$ cat src/rtl/rx_frame_controller.sv
// rtl/rx_frame_controller.sv - UART-style receive framer: start, data, even parity, stop, break hold
module rx_frame_controller #(
    parameter int INPUT_DATA_WIDTH = 8,
    parameter int CLKS_PER_BIT     = 16
) (
    input  logic                        clk,
    input  logic                        reset,
    input  logic                        serial_in_synced,
    output logic [INPUT_DATA_WIDTH-1:0] received_data,
    output logic                        is_parity_stage,
    output logic                        rx_done,
    output logic                        parity_error,
    output logic                        framing_error,
    output logic                        busy
);

    localparam int CNT_W = (CLKS_PER_BIT > 1) ? $clog2(CLKS_PER_BIT) : 1;
    localparam int IDX_W = (INPUT_DATA_WIDTH > 1) ? $clog2(INPUT_DATA_WIDTH) : 1;

    localparam logic [CNT_W-1:0] CNT_MID  = CNT_W'(CLKS_PER_BIT / 2 - 1);
    localparam logic [CNT_W-1:0] CNT_LAST = CNT_W'(CLKS_PER_BIT - 1);
    localparam logic [CNT_W-1:0] CNT_ONE  = CNT_W'(1);
    localparam logic [IDX_W-1:0] IDX_LAST = IDX_W'(INPUT_DATA_WIDTH - 1);
    localparam logic [IDX_W-1:0] IDX_ONE  = IDX_W'(1);

    typedef enum logic [2:0] {
        IDLE,
        START,
        DATA,
        PARITY,
        STOP,
        BREAK_WAIT
    } state_t;

    state_t                    state;
    state_t                    state_next;
    logic [CNT_W-1:0]          bit_cnt;
    logic [IDX_W-1:0]          bit_idx;
    logic                      pending_parity_error;
    logic                      mid_start;
    logic                      sample_point;
    logic                      parity_strobe;
    logic                      done_strobe;
    logic [INPUT_DATA_WIDTH:0] data_shifted;

    // Start is qualified half a bit in; every later bit is sampled a full period on.
    assign mid_start    = (state == START) && (bit_cnt == CNT_MID);
    assign sample_point = (bit_cnt == CNT_LAST);
    assign data_shifted = {serial_in_synced, received_data};

    always_ff @(posedge clk) begin
        if (reset) begin
            state <= IDLE;
        end else begin
            state <= state_next;
        end
    end

    always_comb begin
        state_next = state;
        case (state)
            IDLE: begin
                if (!serial_in_synced) begin
                    state_next = START;
                end
            end
            START: begin
                if (mid_start) begin
                    state_next = serial_in_synced ? IDLE : DATA;
                end
            end
            DATA: begin
                if (sample_point && (bit_idx == IDX_LAST)) begin
                    state_next = PARITY;
                end
            end
            PARITY: begin
                if (sample_point) begin
                    state_next = STOP;
                end
            end
            STOP: begin
                if (sample_point) begin
                    state_next = serial_in_synced ? IDLE : BREAK_WAIT;
                end
            end
            BREAK_WAIT: begin
                if (serial_in_synced) begin
                    state_next = IDLE;
                end
            end
            default: state_next = IDLE;
        endcase
    end

    always_comb begin
        busy          = 1'b0;
        parity_strobe = 1'b0;
        done_strobe   = 1'b0;
        if (state != IDLE) begin
            busy = 1'b1;
        end
        if ((state == PARITY) && sample_point) begin
            parity_strobe = 1'b1;
        end
        if ((state == STOP) && sample_point) begin
            done_strobe = 1'b1;
        end
    end

    always_ff @(posedge clk) begin
        if (reset) begin
            bit_cnt              <= '0;
            bit_idx              <= '0;
            received_data        <= '0;
            is_parity_stage      <= 1'b0;
            rx_done              <= 1'b0;
            parity_error         <= 1'b0;
            framing_error        <= 1'b0;
            pending_parity_error <= 1'b0;
        end else begin
            is_parity_stage <= parity_strobe;
            rx_done         <= done_strobe;

            case (state)
                IDLE, BREAK_WAIT: bit_cnt <= '0;
                START:            bit_cnt <= mid_start ? '0 : bit_cnt + CNT_ONE;
                default:          bit_cnt <= sample_point ? '0 : bit_cnt + CNT_ONE;
            endcase

            if (mid_start) begin
                bit_idx <= '0;
            end

            if ((state == DATA) && sample_point) begin
                received_data <= data_shifted[INPUT_DATA_WIDTH:1];
                bit_idx       <= (bit_idx == IDX_LAST) ? '0 : bit_idx + IDX_ONE;
            end

            // Even parity: the parity bit plus all data bits must XOR to zero.
            if (parity_strobe) begin
                pending_parity_error <= serial_in_synced ^ (^received_data);
            end

            // Error flags only move here, so they stay stable between rx_done pulses.
            if (done_strobe) begin
                parity_error  <= pending_parity_error;
                framing_error <= ~serial_in_synced;
            end
        end
    end

endmodule
$ cat config.mk
export PLATFORM = sky130hd
export DESIGN_NAME = rx_frame_controller
export DESIGN_NICKNAME = d
export VERILOG_FILES = /design/src/rtl/rx_frame_controller.sv
export SDC_FILE = /design/constraint.sdc
export NUM_CORES = 1
export LEC_CHECK = 0
export ABC_AREA = 1
export CORE_ASPECT_RATIO = 1.75
export CORE_MARGIN = 1.5
export CORE_UTILIZATION = 45
export CTS_CLUSTER_DIAMETER = 40
export DETAILED_ROUTE_END_ITERATION = 16
export DONT_BUFFER_PORTS = 1
export PLACE_DENSITY_LB_ADDON = 0.1
export SYNTH_ARGS = -nofsm -noshare
export SYNTH_HDL_FRONTEND = slang
export SYNTH_SLANG_ARGS = --single-unit
$ cat constraint.sdc
create_clock -name clk -period 2.5 [get_ports clk]
set_input_delay 0.75 -clock clk [delete_from_list [all_inputs] [get_ports clk]]
set_output_delay 0.75 -clock clk [all_outputs]
set_load 0.02 [all_outputs]
### After elaboration in Yosys (flattened, before gate mapping)

Cells that the tools add are included.

| operators by class | value |
|---|---|
| add/sub/neg operators | 2 |
| $mul | 0 |
| div/mod/pow operators | 0 |
| $lt $le $gt $ge | 0 |
| equal/unequal tests | 14 |
| shift-type cells | 0 |
| muxes and demuxes | 18 |
| bitwise gates (word level) | 2 |
| reduce and logical (&&, ||, !) cells | 11 |

Operators with widths:

| kind | count |
|---|---|
| 3-bit two-way mux | 10 |
| 3-bit one-hot mux with 6 select lines | 1 |
| 2-bit != test (second input constant) | 6 |
| 3-bit equality test (second input constant) | 3 |
| 4-bit two-way mux | 2 |
| 4-bit one-hot mux with 2 select lines | 1 |
| 8-bit parity | 1 |
| 3-bit by 2-bit equality test with 1-bit output (second input constant) | 2 |
| 6-bit AND reduction | 1 |
| 1-bit logical AND | 5 |
| 4-bit by 1-bit adder with 4-bit output (second input constant) | 1 |
| 4-bit by 3-bit equality test with 1-bit output (second input constant) | 1 |
| 4-bit equality test (second input constant) | 1 |
| 3-bit by 1-bit adder with 3-bit output (second input constant) | 1 |
| 3-bit by 1-bit equality test with 1-bit output (second input constant) | 1 |
| 3-bit zero test | 1 |
| 1-bit two-way mux | 3 |
| 3-bit nonzero test | 1 |
| 2-bit two-way mux | 1 |
| 2-bit nonzero test | 1 |
| 2-bit OR reduction | 1 |
| 1-bit inverter | 1 |
| 1-bit bitwise XOR | 1 |

| word-level totals | value |
|---|---|
| bits in registers | 23 |
| latch bits | 0 |
| memory bits (writable) | 0 |
| memory bits (read-only) | 0 |
| word-level logic and storage cells | 56 |
| memories | 0 |

### Logic depth before layout (Yosys ltp)

| depth | value |
|---|---|
| depth in word-level cells | 4 |
| gate-level depth with buffers | 10 |
| gate-level depth less buffers | 10 |

### Least setup slack after synthesis

No wires, ideal clock.

| timing | value |
|---|---|
| path kind | input -> register |
| start | input reset |
| end | register received_data[4] |
| arrival time | 1.396 ns |
| data required time | 2.430 ns |
| slack | 1.034 ns |
| stages | 5 |
| buffers on the path | 2 |
| cells stage by stage | buf_2 inv_1 buf_2 o21ai_0 a21oi_1 |

RTL lines:

| what | line | RTL |
|---|---|---|
| start, declared | 7 | `input logic reset,` |
| end signal, assigned | 136 | `received_data <= data_shifted[INPUT_DATA_WIDTH:1];` |
| end, declared | 9 | `output logic [INPUT_DATA_WIDTH-1:0] received_data,` |

### Final worst setup path

| timing | value |
|---|---|
| start | register state[1] |
| end | output busy |

| between the ends | value |
|---|---|
| longest elaborated chain between the ends | 2 |

Ends and longest elaborated chain:

| what | line | RTL |
|---|---|---|
| start, declared | 35 | `state_t state;` |
| start signal, assigned | 55 | `state <= state_next;` |
| 3-bit nonzero test | 100 | `if (state != IDLE) begin` |
| 1-bit two-way mux | 100 |  |
| end, declared | 14 | `output logic busy` |

No other way between the ends.

==> out/results.txt <==
Hold WS -> 0.4651 ns
Critical Path AT -> 1.01 ns
Final Hold Viols -> 0
Cell Area, Synth -> 0.001252 mm²
Largest net degree at the start of global routing -> 17
First-pass iteration count of the detailed router -> 5
Max cap viols -> 0
Initial DRC count -> 28
Cell leakage power -> 0.6179 nW
Starting density of the core -> 47.11%
DR DRC count -> 0
RSZ-0062 raised after global routing -> no
WP data required -> 1.75 ns
DR WL/cell -> 12.02 µm
HP Class -> reg -> reg
Crit. End Element -> primary output
Fmax -> 0.5666 GHz
Die Ht -> 72.79 µm
Ports -> 16
Worst Skew -> 0.006221 ns
TNS Setup -> 0 ns
Critical-path cell list -> nor2_2, nand2_2
Cells after synthesis -> 172
WP buf/inv -> 0
PortBufs -> 0
CTS tree -> yes
Die Wd -> 42.88 µm
Clock-pin slew on the worst setup and hold paths -> 0.08 ns
Grt total ovfl -> 0
Most frequent cells in the layout -> nand2_1, dfxtp_1, inv_1
Slew Viols, Final -> 0
Maximum fanout along the worst path -> 8
Core Box Area -> 0.002659 mm²
Setup bufs post-CTS -> 0
CTS resizes -> 0
Cts hold-fix bufs -> 0
Synth unique cells -> 27
Ant diodes -> 0
Crit Path Category -> reg -> out
Minimum clock period -> 1.765 ns
Synthesis-to-finish area growth -> 3.097%
Number of global-route vias before repair -> 973
Clock sink count -> 23
Dpl hpwl -> 1.910 mm
Register-to-Register Path Depth -> 8
Crit-path max cell delay -> 0.50 ns
Post-route ant nets -> 0
Sequential element share of the synthesized area -> 36.76%
Min-Delay Path Depth -> 2
Startpoint types -> flop
Clk Tree Root Cell -> clkbuf_8
Vias/cell -> 5.201
Worst vdd ir -> 384.9 µV
First-pass GRT wire length -> 4.091 mm
Critical path depth -> 2
Net total in the final layout -> 179
Routability congestion estimate -> 0.9588
Most common cell after layout, fill and taps aside -> nand2_1
Max-Slew Margin vs Limit -> 70.49%
Synthesis Warnings -> 0
Final Cycle Share -> 70.60%
Register bit count reported by yosys -> 23
CTS max path bufs -> 2
Status -> complete, no violations
CP top delay family -> flip-flops
Num rows -> 25
Final setup vio count -> 0
Die ar. -> 0.003121 mm²
CP max stage cell -> dfxtp_1
Initial antenna violation count -> 0
Clock latency on the worst-skew pair -> 0.26 ns
Worst Max-Slew Pin Slew -> 0.4421 ns
H-Tree Depth -> 1
Vias -> 1035
Final wirelength -> 2.392 mm
P per Cell Area -> 777.7 mW/mm²
Syn_nets -> 178
GRT Util Overall -> 17.34%
Post-Syn Area per Cell -> 7.282 µm²
Cts bufs inserted -> 3
Layout cells sized above 1 -> 19.19%
==> final timing paths <==
check | startpoint | slack [ns] | to
setup / recovery | state[1]$_SDFFE_PP0P_ | 0.74 | busy
hold / removal | bit_idx[1]$_SDFFE_PP0P_ | 0.47 | bit_idx[1]$_SDFFE_PP0P_
setup reg to reg | bit_cnt[0]$_SDFF_PP0_ | 0.96 | received_data[4]$_SDFFE_PP0P_
hold reg to reg | bit_idx[1]$_SDFFE_PP0P_ | 0.47 | bit_idx[1]$_SDFFE_PP0P_
==> Yosys cell counts <==
| library cell | instances | area, µm² |
|---|---|---|
| a21oi_1 | 8 | 40.04 |
| a21oi_2 | 5 | 43.79 |
| buf_12 | 1 | 20.02 |
| buf_2 | 2 | 10.01 |
| buf_6 | 1 | 11.26 |
| dfxtp_1 | 23 | 460.4 |
| ha_1 | 3 | 37.54 |
| inv_1 | 21 | 78.83 |
| inv_2 | 4 | 15.01 |
| nand2_1 | 37 | 138.9 |
| nand2_2 | 6 | 37.54 |
| nand2_4 | 1 | 11.26 |
| nand3_1 | 14 | 70.07 |
| nand3_2 | 1 | 10.01 |
| nand4_1 | 2 | 12.51 |
| nor2_1 | 18 | 67.56 |
| nor2_2 | 5 | 31.28 |
| nor2_4 | 1 | 11.26 |
| nor2_8 | 1 | 20.02 |
| nor3_1 | 1 | 5.000 |
| nor3b_1 | 1 | 7.510 |
| nor3b_2 | 1 | 12.51 |
| o211ai_1 | 1 | 7.510 |
| o21ai_0 | 7 | 35.03 |
| o21ai_1 | 1 | 5.000 |
| o21ai_2 | 4 | 35.03 |
| xnor2_1 | 2 | 17.52 |
==> area by class of cell <==
class	instances	area (µm²)
well taps	27	33.78
fillers	265	1368
flip-flops and latches	23	460.4
inverters	25	93.84
multi-input cells	120	656.9
clock inverters	1	5.005
clock buffers	3	41.29
==> kinds of logic after synthesis <==
family,Yosys count,share of synthesized area [%]
XOR/XNOR,2,1.399
adder cells (fa/ha/maj),3,2.997
flip-flops,23,36.76
buffers and inverters,29,10.79
AND/OR/NAND/NOR,89,34.76
AO/OA/AOI/OAI,26,13.29
==> state kept, by name (all words and copies together), names as in the netlist <==
name,flops
state,3
bit_cnt,4
parity_error,1
pending_parity_error,1
bit_idx,3
received_data,8
is_parity_stage,1
rx_done,1
framing_error,1
==> through the flow <==
| stage | instance area, µm² | worst slack (ns) | power, mW | cells | utilization (%) |
|---|---|---|---|---|---|
| detailed placement | 1245 | 0.9595 | 0.7845 | 195 | 46.82 |
| global placement | 1245 | 0.9764 | 0.7810 | 195 | 46.82 |
| CTS | 1291 | 0.7300 | 1.014 | 199 | 48.56 |
| finish | 1291 | 0.7350 | 1.004 | 199 | 48.56 |
| floorplan | 1252 | 1.034 | 0.7313 | 172 | - |
| global route | 1291 | 0.6567 | 1.072 | 199 | 48.56 |
==> power by group <==
group	switching [mW]	internal (mW)	leakage, nW
logic	0.225	0.112	0.406
clock network	0.116	0.111	0.0255
registers	0.0437	0.396	0.186
==> routing by layer <==
| layer | global-route usage [%] | part of all wire (%) | wire length, µm | up-vias |
|---|---|---|---|---|
| met1 | 17.72 | 39 | 942 | 472 |
| met2 | 32.66 | 56 | 1335 | 18 |
| met5 | 0 | 0 | 0 | - |
| li1 | - | - | - | 543 |
| met3 | 2.723 | 3.5 | 84 | 2 |
| met4 | 8.681 | 1.3 | 30 | 0 |
==> worst min-delay path, delay by kind of cell (launching register included) <==
kind | cells | cell delay [ns]
simple gates | 1 | 0.06
flops | 1 | 0.32
compound gates | 1 | 0.05
No activity file was read; power rests on OpenSTA's default activity.
